==> src/rtl/pattern_scan_ctrl.sv <==
// pattern_scan_ctrl: accepts bytes over a valid/ready handshake, serialises
// each one MSB first at one bit per cycle, and compares a sliding bit history
// against a programmable pattern of 1..8 bits. Detections produce a one-cycle
// match pulse, a saturating count and a sticky interrupt flag.
module pattern_scan_ctrl #(
  parameter int CNT_W = 8
) (
  input  logic             clk,
  input  logic             rst,
  input  logic             in_valid,
  input  logic [7:0]       in_data,
  output logic             in_ready,
  input  logic             cfg_we,
  input  logic [7:0]       cfg_pattern,
  input  logic [3:0]       cfg_len,
  input  logic             cfg_overlap,
  input  logic             flush,
  input  logic             cnt_clr,
  input  logic             irq_ack,
  output logic             busy,
  output logic             match,
  output logic [CNT_W-1:0] match_cnt,
  output logic             irq
);

  typedef enum logic {IDLE, SHIFT} state_t;

  state_t     state, state_nxt;
  logic [2:0] k;
  logic [7:0] data_buf;
  logic [7:0] hist;
  logic [3:0] seen;
  logic [7:0] pattern;
  logic [3:0] len;
  logic       overlap;

  logic       handshake;
  logic       bit_fire;
  logic       bit_in;
  logic [7:0] hist_upd;
  logic [3:0] seen_upd;
  logic [7:0] len_mask;
  logic       det;

  // Per-bit datapath: next history, saturating seen count and the detection.
  // NOTE: every always_comb output is given a default first so no path can
  // leave it unassigned and infer a latch.
  always_comb begin
    handshake = 1'b0;
    bit_fire  = 1'b0;
    bit_in    = 1'b0;
    hist_upd  = hist;
    seen_upd  = seen;
    len_mask  = 8'h00;
    det       = 1'b0;

    handshake = (state == IDLE) && in_valid;
    // A flush on a shift cycle discards the bit, so it never reaches the history.
    bit_fire  = (state == SHIFT) && !flush;
    bit_in    = data_buf[3'd7 - k];
    hist_upd  = {hist[6:0], bit_in};
    seen_upd  = (seen >= 4'd8) ? 4'd8 : seen + 4'd1;
    // len is stored already clamped to 0..8; len 0 yields an empty mask.
    len_mask  = 8'hFF >> (4'd8 - len);
    det       = bit_fire && (len != 4'd0) && (seen_upd >= len) &&
                (((hist_upd ^ pattern) & len_mask) == 8'h00);
  end

  // FSM state register.
  // NOTE: sequential state uses non-blocking assignments so every flop samples
  // the pre-edge values regardless of statement order.
  always_ff @(posedge clk or posedge rst) begin
    if (rst) state <= IDLE;
    else     state <= state_nxt;
  end

  // FSM next-state and handshake outputs: one byte per 9 cycles.
  always_comb begin
    state_nxt = state;
    in_ready  = 1'b0;
    busy      = 1'b0;
    unique case (state)
      IDLE: begin
        in_ready = 1'b1;
        if (in_valid) state_nxt = SHIFT;
      end
      SHIFT: begin
        busy = 1'b1;
        if (k == 3'd7) state_nxt = IDLE;
      end
      default: state_nxt = IDLE;
    endcase
  end

  // Byte buffer, bit index, configuration and bit history.
  always_ff @(posedge clk or posedge rst) begin
    if (rst) begin
      data_buf <= 8'h00;
      k        <= 3'd0;
      hist     <= 8'h00;
      seen     <= 4'd0;
      pattern  <= 8'h00;
      len      <= 4'd0;
      overlap  <= 1'b0;
    end else begin
      if (handshake) begin
        data_buf <= in_data;
        k        <= 3'd0;
      end else if (state == SHIFT) begin
        k <= k + 3'd1;
      end

      if (state == IDLE) begin
        if (cfg_we) begin
          pattern <= cfg_pattern;
          len     <= (cfg_len > 4'd8) ? 4'd8 : cfg_len;
          overlap <= cfg_overlap;
        end
        if (cfg_we || flush) begin
          hist <= 8'h00;
          seen <= 4'd0;
        end
      end else if (flush) begin
        hist <= 8'h00;
        seen <= 4'd0;
      end else begin
        hist <= hist_upd;
        seen <= (det && !overlap) ? 4'd0 : seen_upd;
      end
    end
  end

  // Detection outputs: match pulse, saturating counter (clear wins), sticky irq (set wins).
  always_ff @(posedge clk or posedge rst) begin
    if (rst) begin
      match     <= 1'b0;
      match_cnt <= '0;
      irq       <= 1'b0;
    end else begin
      match <= det;
      if (cnt_clr)                      match_cnt <= '0;
      else if (det && (match_cnt != '1)) match_cnt <= match_cnt + 1'b1;
      if (det)          irq <= 1'b1;
      else if (irq_ack) irq <= 1'b0;
    end
  end

endmodule

==> config.mk <==
export PLATFORM = sky130hd
export DESIGN_NAME = pattern_scan_ctrl
export DESIGN_NICKNAME = d
export VERILOG_FILES = /design/src/rtl/pattern_scan_ctrl.sv
export SDC_FILE = /design/constraint.sdc
export NUM_CORES = 1
export LEC_CHECK = 0
export CORE_UTILIZATION = 31
export DETAILED_ROUTE_END_ITERATION = 6
export HOLD_SLACK_MARGIN = 0.12
export PLACE_DENSITY_LB_ADDON = 0.05
export SYNTH_ARGS = -nofsm -noshare
export SYNTH_HDL_FRONTEND = slang
export SYNTH_SLANG_ARGS = --single-unit
==> constraint.sdc <==
create_clock -name clk -period 3.6 [get_ports clk]
set_input_delay 0.36 -clock clk [delete_from_list [all_inputs] [get_ports clk]]
set_output_delay 0.36 -clock clk [all_outputs]
set_load 0.01 [all_outputs]
==> run_results.csv, run 1 <==
group,metric,value,unit
outcome,status,"completed",
timing,worstMarginPinSlew,1.00,ns
floorplanning,initial_core_util,32.9,%
pwr,power_density,714,nW/µm²
pwr,swShare,34.9,%
worst_setup_path,path_common_cell,"a21oi_1",
worst_setup_path,crit_family,"simple AND/OR/NAND/NOR gates",
timing,report.final.slew_viol_count,0,
synthesis,synth-edff-count,0,
worst_setup_path,critPathBufInv,1,
clocking,cts_resized,0,
grt,antenna_found_initial,0,
clocking,worstSkewPairLatency,0.30,ns
drt,drtAntennaViolNets,0,
pwr,p_leak,1.21,nW
timing,finalHoldViolCount,0,
layout,finalNetCount,284,
placed_design,post-dp-hpwl,3440,µm
pwr,seqPwrFrac,39.9,%
synthesis,synth_area,2280,µm²
worst_setup_path,criticalPathCategory,"flip-flop to flip-flop",
synthesis,asyncSetResetFlopFracSynth,100,%
synthesis,synth_most_common_cell,"dfrtp_1",
timing,setup_violations,0,
clocking,cts_buffer_depth,2,
worst_setup_path,crit_required,3.82,ns
synthesis,yosys.area.top_type_share,50.4,%
worst_setup_path,critPathMaxFanout,11,
clocking,cts_setup_buffers,0,
worst_setup_path,cp.arrival,3.02,ns
synthesis,syn_area_per_cell,11.4,µm²
layout,fill_cells,686,
placed_design,dpl.cell_count,333,
clocking,cts.sink_count,46,
grt,grtUsageTotal,14.0,%
grt,grt_max_degree,29,
pwr,p_int,0.00135,W
clocking,ctsHoldBuffers,0,
synthesis,synthTopCellsByCount,"dfrtp_1, mux2_2, nand2_1",
worst_setup_path,slowest_delay,0.48,ns
worst_setup_path,cp_cell_sequence,"inv_1, ha_1, xnor2_1, a21oi_1, or3_1, o31ai_4, nand4_2, or4_1, a21oi_1",
worst_setup_path,worstSetupStartpointType,"flip-flop",
layout,final_util,41.7,%
worst_setup_path,slowest_stage,"or4_1",
timing,final.setup.tns,0,ns
drt,via_per_inst,4.62,
timing,timing.slew.headroom,32.8,%
drt,wl_per_cell,13.6,µm
worst_setup_path,endpoint_kind,"flip-flop",
floorplanning,coreArea,6940,µm²
timing,skew,0.0106,ns
floorplanning,placementRows,30,
timing,final.min_clock_period,2.80,ns
synthesis,ys.flop_type,"dfrtp_1",
floorplanning,die_y,87.8,µm
flow_run,drv_cap,0,
pwr,p_comb_share,41.7,%
drt,routed_wl,4620,µm
drt,vias,1577,
clocking,cts_tree,"done",
placed_design,portBuffers,39,
drt,drc_errors,0,
synthesis,synth_top_cell_by_area,"dfrtp_1",
synthesis,yosysWarnings,0,
timing,rsz0062_at_grt,"false",
grt,grt_pass1_vias,1655,
floorplanning,die_area,7710,µm²
timing,fin_crit_sh,77.7,%
synthesis,syn_nets,240,
pwr,ir_drop,0.000265,V
synthesis,synth_cell_types,39,
grt,grt-ovfl-total,0,
pwr,power.switching,0.000721,W
synthesis,synth_area_leaders,"dfrtp_1, mux2_2, ha_1",
synthesis,synth_cells,200,
clocking,clk_pin_slew,0.09,ns
clocking,h-tree-depth,2,
clocking,cts_buffers,5,
synthesis,synth-seq-area-share,50.4,%
drt,drtPass1Iterations,4,
layout,antennaDiodeCount,0,
timing,max_freq,357,MHz
floorplanning,die_width,87.8,µm
drt,drt_iter0_markers,59,
floorplanning,ios,40,
timing,final.hold.worst_slack,0.472,ns
hold_path,min_path_type,"primary input to asynchronous set/reset pin",
layout,area_growth,26.9,%
layout,finalNonFillerCells,341,
layout,drive_gt1_share,13.1,%
pwr,pwr-share-clk,18.4,%
clocking,clockRootBuffer,"clkbuf_8",
placed_design,gp_congestion,0.751,
grt,grt_pass1_wl,8090,µm
synthesis,postSynthRegisterBits,46,
## final cells by class
cell class | instances | area [µm²] | area share, %
clock buffer | 7 | 76.3 | 2.64
multi-input combinational | 136 | 1060 | 36.5
inverter | 13 | 48.8 | 1.69
clock inverter | 1 | 30.0 | 1.04
timing repair buffer | 42 | 413 | 14.3
tap | 96 | 120 | 4.15
sequential | 46 | 1150 | 39.8
## flip-flops by register name, indices dropped and copies added, names as in the netlist
register	count
data_buf	8
hist	7
irq	1
k	3
len	4
match	1
match_cnt	8
overlap	1
pattern	8
seen	4
state	1
## worst reg2reg max path, cell delays in order, from the launching register on
cell,delay (ns)
dfrtp_1,0.40
inv_1,0.09
ha_1,0.22
xnor2_1,0.30
a21oi_1,0.11
or3_1,0.42
o31ai_4,0.30
nand4_2,0.27
or4_1,0.48
a21oi_1,0.14
## layout by cell type, fill, tap and decap left out, drive strengths merged, types with 2 or more instances in the layout
cell type and instances:
ha 12, dfrtp 46, nand4 2, clkdlybuf4s50 39
mux4 2, inv 12, clkbuf 7, nand3 5
nor2b 2, a21o 3, nor2 8, mux2 17
o31ai 4, xnor2 10, mux2i 2, xor2 2
nand2 17, or3 4, nor3 3, a21oi 8
o21ai 14, nand3b 3, buf 3, a22o 6
or4 2
## routing by layer
layer	track usage, %	wire length (µm)	share of wire [%]	up-vias
met3	3.02	155	3.4	7
met2	21.3	2090	45	26
li1	-	-	-	801
met5	0	0	0	-
met4	5.37	52	1.1	0
met1	19.4	2330	50	743
## final timing paths
kind,start,end,slack [ns],depth (start not counted)
min,rst,irq,0.47,2
max reg2reg,len[0],match_cnt[7],0.80,9
max,len[0],match_cnt[7],0.80,9
min in group clk,data_buf[3],data_buf[3],0.50,1
max in group asynchronous,rst,pattern[3],2.39,3
min reg2reg,data_buf[3],data_buf[3],0.50,1
## kinds of logic (layout without fill, tap and decap cells)
group	Yosys count	after routing	share of synthesized area, %
adders and majority gates	12	12	6.58
muxes	21	21	11.7
xor gates and xnor gates	12	12	4.61
and+or+nand+nor	49	49	10.8
buffers and inverters	18	63	3.29
DFF	46	46	50.4
AOI/OAI and AO/OA	42	42	12.6
## power by group through the flow
stage | clock [W] | sequential, W | combinational (W)
floorplan | 0 | 0.000806 | 0.000670
global placement | 0 | 0.000839 | 0.000879
detailed placement | 0 | 0.000839 | 0.000875
CTS | 0.000398 | 0.000829 | 0.000880
global route | 0.000424 | 0.000857 | 0.000981
finish | 0.000381 | 0.000825 | 0.000862
## metrics by stage
stage	instance area, µm²	total power, W	worst slack [ns]
global route	2900	0.00226	0.550
global placement	2790	0.00172	0.879
floorplan	2280	0.00148	1.06
CTS	2900	0.00211	0.801
finish	2900	0.00207	0.802
detailed placement	2790	0.00171	0.837
Power figures use the tool's default switching activity.
==> run 2: changes to the inputs <==
- clock period: 3.6 -> 2.4 ns (I/O delays scaled with it)
==> run 2 against run 1 <==
- the flow now finishes with violations (negative setup slack)
- hold slack worse by 0.18 ns
- cell count grew 7.9%
- sequential power up 52%
- wire length increased by 9.8%
- worst setup slack lost 0.82 ns
- largest cell class is now multi-input gates
==> run_results.csv, run 2 (synthesis results as in run 1) <==
group,metric,value,unit
timing,final.min_clock_period,2.42,ns
drt,drtPass1Iterations,4,
clocking,cts_buffer_depth,2,
outcome,violations,"negative setup slack",
worst_setup_path,cp_cell_sequence,"mux4_2, mux2i_4, xnor2_2, o31ai_4, nand4_4, buf_6, or3_1, a21oi_1",
hold_path,min_path_type,"primary input to asynchronous set/reset pin",
worst_setup_path,startpoint,"k[0]",
clocking,clockRootBuffer,"clkbuf_8",
timing,setup_violations,2,
floorplanning,coreArea,6940,µm²
floorplanning,initial_core_util,32.9,%
worst_setup_path,slowest_delay,0.53,ns
layout,final_cell_mix,"dfrtp_1, clkdlybuf4s50_1, buf_4",
layout,finalNetCount,311,
clocking,h-tree-depth,2,
pwr,p_leak,1.37,nW
floorplanning,die_area,7710,µm²
pwr,power_density,1150,nW/µm²
layout,antennaDiodeCount,0,
timing,finalHoldViolCount,0,
drt,drc_errors,0,
layout,register_area,1150,µm²
pwr,power.switching,0.00133,W
worst_setup_path,endpoint_kind,"flip-flop",
timing,report.final.slew_viol_count,0,
worst_setup_path,worstSetupStartpointType,"flip-flop",
timing,timing.slew.headroom,73.1,%
grt,grt_max_degree,47,
layout,top_regs,"data_buf: 8 flops, match_cnt: 8 flops, pattern: 8 flops",
clocking,cts_buffers,5,
timing,final.hold.worst_slack,0.288,ns
outcome,status,"complete, but fails checks",
grt,antenna_found_initial,0,
layout,drive_gt1_share,30.1,%
pwr,swShare,35.8,%
placed_design,dp_slack,-0.103,ns
clocking,clk_pin_slew,0.09,ns
drt,routed_wl,5080,µm
timing,rsz0062_at_grt,"true",
drt,wl_per_cell,13.8,µm
pwr,pwr-share-clk,13.7,%
clocking,ctsHoldBuffers,0,
placed_design,portBuffers,39,
placed_design,place_area,2950,µm²
worst_setup_path,cp.arrival,2.65,ns
flow_run,drv_cap,0,
worst_setup_path,slowest_stage,"mux4_2",
worst_setup_path,critPathMaxFanout,4,
timing,worstMarginPinSlew,0.402,ns
grt,grtUsageTotal,14.7,%
layout,area_growth,42.1,%
timing,setup_ws,-0.0214,ns
floorplanning,ios,40,
timing,final.setup.tns,-0.0232,ns
drt,drtAntennaViolNets,0,
placed_design,post-dp-hpwl,3590,µm
pwr,finalPower,0.00372,W
pwr,seqPwrFrac,33.6,%
placed_design,gp_congestion,0.733,
pwr,p_comb_share,52.7,%
grt,grt-ovfl-total,0,
layout,mostFrequentLayoutCell,"dfrtp_1",
clocking,cts_tree,"done",
floorplanning,die_width,87.8,µm
timing,max_freq,413,MHz
pwr,ir_drop,0.000374,V
floorplanning,die_y,87.8,µm
floorplanning,placementRows,30,
layout,fill_cells,658,
layout,multiInputGateArea,1190,µm²
grt,grt_pass1_wl,8670,µm
timing,fin_crit_sh,101,%
timing,skew,0.00500,ns
grt,grt_pass1_vias,1789,
worst_setup_path,rr_startpoint,"k[0]",
worst_setup_path,crit_required,2.63,ns
clocking,cts.sink_count,46,
layout,final_area,3240,µm²
drt,via_per_inst,4.61,
pwr,p_int,0.00239,W
drt,vias,1698,
clocking,worstSkewPairLatency,0.30,ns
drt,drt_iter0_markers,54,
worst_setup_path,criticalPathCategory,"flip-flop to flip-flop",
==> run 2: area by class of cell <==
class                   count  area share [%]
clock buffers               7            2.66
clock inverters             1           0.270
inverters                  13            1.51
multi-input cells         137            36.8
flip-flops and latches     46            35.5
well taps                  96            3.71
repair buffers             68            19.5
==> run 2: timing repair <==
action	CTS	global route
buffers inserted	6	0
endpoints found under the setup margin	5	12
cloned	1	0
pin swaps	9	5
resized for setup	9	18
==> run 2: layer usage <==
layer / part of all wire (%) / track usage [%] / vias up
met1: 50 / 19.7 / 809
met3: 3.3 / 2.92 / 5
li1: - / - / 856
met4: 1.2 / 4.47 / 0
met5: 0 / 0 / -
met2: 46 / 24.0 / 28
==> run 2: final timing paths <==
path,slack [ns],cells after the start,end
worst min register to register,0.52,1,data_buf[7]
worst min-delay path,0.29,3,match_cnt[1]
min in group clk,0.50,2,irq
worst max-delay path,-0.02,8,match_cnt[4]
worst max register to register,-0.02,8,match_cnt[4]
max in group asynchronous,1.89,3,k[0]
==> run 2: power groups by stage <==
| stage | registers [W] | clock network [W] | logic, W |
|---|---|---|---|
| after global routing | 0.00129 | 0.000557 | 0.00215 |
| after CTS | 0.00125 | 0.000531 | 0.00187 |
| after detailed placement | 0.00126 | 0 | 0.00157 |
| after floorplan | 0.00122 | 0 | 0.00103 |
| after global placement | 0.00126 | 0 | 0.00156 |
| final | 0.00125 | 0.000510 | 0.00196 |
==> run 2: critical path: cells and delay by family, from the launching register on <==
kind,cells,cell delay [ns]
AO/OA/AOI/OAI,2,0.49
buffers and inverters,1,0.15
multiplexers,2,0.72
AND/OR/NAND/NOR,2,0.48
flip-flops,1,0.41
XOR/XNOR,1,0.10
==> run 2: through the flow <==
step / util (%) / instances
after floorplan: - / 200
after global placement: 42.5 / 353
after detailed placement: 42.5 / 353
after CTS: 45.5 / 368
after global routing: 46.7 / 368
final: 46.7 / 368
==> run 3: changes to the inputs <==
- CORE_UTILIZATION: 31 -> 40
- HOLD_SLACK_MARGIN: 0.12 -> 0.08
==> run 3 against run 2 <==
- the run still ends with negative setup slack left
- first-iteration DRC count fell by 5.6%
- combinational power fell by 12%
- power fell by 0.90%
- non-clock buffer count fell by 11
- sequential cell count did not move
- design area fell by 3.7%
- critical path depth rose by 3
- count of clock-buffer cells in the layout fell by 1
- cell count fell by 9.8%
==> run_results.csv, run 3 (synthesis results as in run 1) <==
group,metric,value,unit
hold_path,min_path_type,"primary input to asynchronous set/reset pin",
floorplanning,die_area,6010,µm²
clocking,h-tree-depth,2,
outcome,violations,"negative setup slack",
floorplanning,ios,40,
drt,via_per_inst,5.05,
pwr,seqPwrFrac,34.0,%
timing,finalHoldViolCount,0,
outcome,status,"complete, but fails checks",
worst_setup_path,rrSetupSlack,-0.08,ns
placed_design,portBuffers,39,
timing,final.hold.worst_slack,0.382,ns
floorplanning,placementRows,27,
floorplanning,die_y,77.5,µm
timing,rsz0062_at_grt,"true",
grt,grt_pass1_vias,1719,
clocking,cts_buffers,5,
timing,skew,0.0125,ns
pwr,ir_drop,0.000526,V
drt,routed_wl,4930,µm
clocking,clk_pin_slew,0.09,ns
worst_setup_path,endpoint_kind,"flip-flop",
grt,grt_pass1_wl,8430,µm
pwr,swShare,34.5,%
grt,grt-ovfl-total,0,
pwr,power_density,1180,nW/µm²
clocking,ctsHoldBuffers,0,
timing,timing.slew.headroom,48.8,%
pwr,power.switching,0.00127,W
grt,antenna_found_initial,0,
floorplanning,initial_core_util,41.4,%
drt,wl_per_cell,14.8,µm
grt,grtUsageTotal,18.2,%
layout,area_growth,36.8,%
pwr,p_comb_share,46.8,%
layout,drive_gt1_share,25.4,%
placed_design,dpl.cell_count,321,
layout,final_cell_mix,"dfrtp_1, clkdlybuf4s50_1, mux2_2, nand2_1, buf_4",
grt,grt_max_degree,47,
drt,drtPass1Iterations,4,
worst_setup_path,worstSetupStartpointType,"flip-flop",
drt,vias,1677,
layout,finalNetCount,299,
worst_setup_path,cp.arrival,2.66,ns
worst_setup_path,critPathMaxFanout,4,
clocking,cts_buffer_depth,2,
timing,setup_violations,7,
layout,finalNonFillerCells,332,
clocking,cts.sink_count,46,
placed_design,post-dp-hpwl,3650,µm
drt,drc_errors,0,
floorplanning,coreArea,5510,µm²
timing,max_freq,403,MHz
timing,worstMarginPinSlew,0.762,ns
drt,drt_iter0_markers,51,
pwr,p_leak,1.32,nW
timing,final.min_clock_period,2.48,ns
layout,top_regs,"data_buf: 8 flops, match_cnt: 8 flops, pattern: 8 flops",
floorplanning,die_width,77.5,µm
worst_setup_path,criticalPathCategory,"flip-flop to flip-flop",
pwr,p_int,0.00242,W
pwr,pwr-share-clk,19.2,%
clocking,clockRootBuffer,"clkbuf_8",
timing,report.final.slew_viol_count,0,
drt,drtAntennaViolNets,0,
timing,fin_crit_sh,103,%
layout,mostFrequentLayoutCell,"dfrtp_1",
worst_setup_path,crit_required,2.58,ns
placed_design,dp_slack,-0.0998,ns
placed_design,gp_congestion,0.775,
layout,final_util,56.7,%
flow_run,drv_cap,0,
layout,antennaDiodeCount,0,
clocking,cts_tree,"done",
clocking,worstSkewPairLatency,0.30,ns
timing,setup_ws,-0.0811,ns
==> run 3: cell type report <==
type                    count  area [µm²]
repair buffers             57         529
multi-input cells         136        1160
flip-flops and latches     46        1150
inverters                  13        48.8
clock inverters             2        60.1
well taps                  72        90.1
clock buffers               6        82.6
fillers                   468        2380
==> run 3: worst max-delay path, cell delays in order, from the launching register on <==
cell and delay, ns:
dfrtp_1 0.40, inv_2 0.10, ha_4 0.18, xnor2_4 0.14, a21oi_2 0.08, or3_4 0.40, o31ai_4 0.36, nand4_4 0.15
buf_6 0.17, buf_4 0.13, o31ai_2 0.16, a21oi_1 0.10
==> run 3: per-layer routing <==
metal	wire length (µm)	global-route usage (%)	vias up	part of all wire [%]
met4	74	5.28	0	1.5
met2	2410	30.0	27	49
met3	137	4.00	8	2.8
met5	0	0	-	0
met1	2310	23.9	817	47
li1	-	-	825	-
==> run 3: timing repair <==
action / 4_1_cts / 5_1_grt
gates resized for setup: 9 / 12
endpoints found under the setup margin: 7 / 12
setup buffers: 3 / 0
pin swaps: 4 / 11
==> run 3: final timing paths <==
check                           depth (start not counted)  startpoint           end
worst min-delay path                                    3         rst  match_cnt[0]
max in group asynchronous                               3         rst          k[0]
min in group clk                                        2     irq_ack           irq
worst max register to register                         11      len[1]  match_cnt[5]
worst max-delay path                                   11      len[1]  match_cnt[5]
worst min register to register                          1     hist[6]       hist[6]
==> run 3: power by group through the flow <==
stage                     combinational, W  clock [W]  sequential (W)
after floorplan                    0.00103          0         0.00122
after CTS                          0.00165   0.000727         0.00126
after detailed placement           0.00145          0         0.00127
after global routing               0.00189   0.000765         0.00129
after global placement             0.00141          0         0.00125
final                              0.00172   0.000708         0.00125
==> run 3: stage by stage <==
| step | TNS [ns] | power (W) | cell area (µm²) |
|---|---|---|---|
| 6_report | -0.362 | 0.00369 | 3120 |
| 5_1_grt | -1.45 | 0.00395 | 3120 |
| 4_1_cts | -0.304 | 0.00364 | 3070 |
| 2_1_floorplan | 0 | 0.00225 | 2280 |
| 3_3_place_gp | 0 | 0.00266 | 2850 |
| 3_5_place_dp | -0.238 | 0.00272 | 2850 |
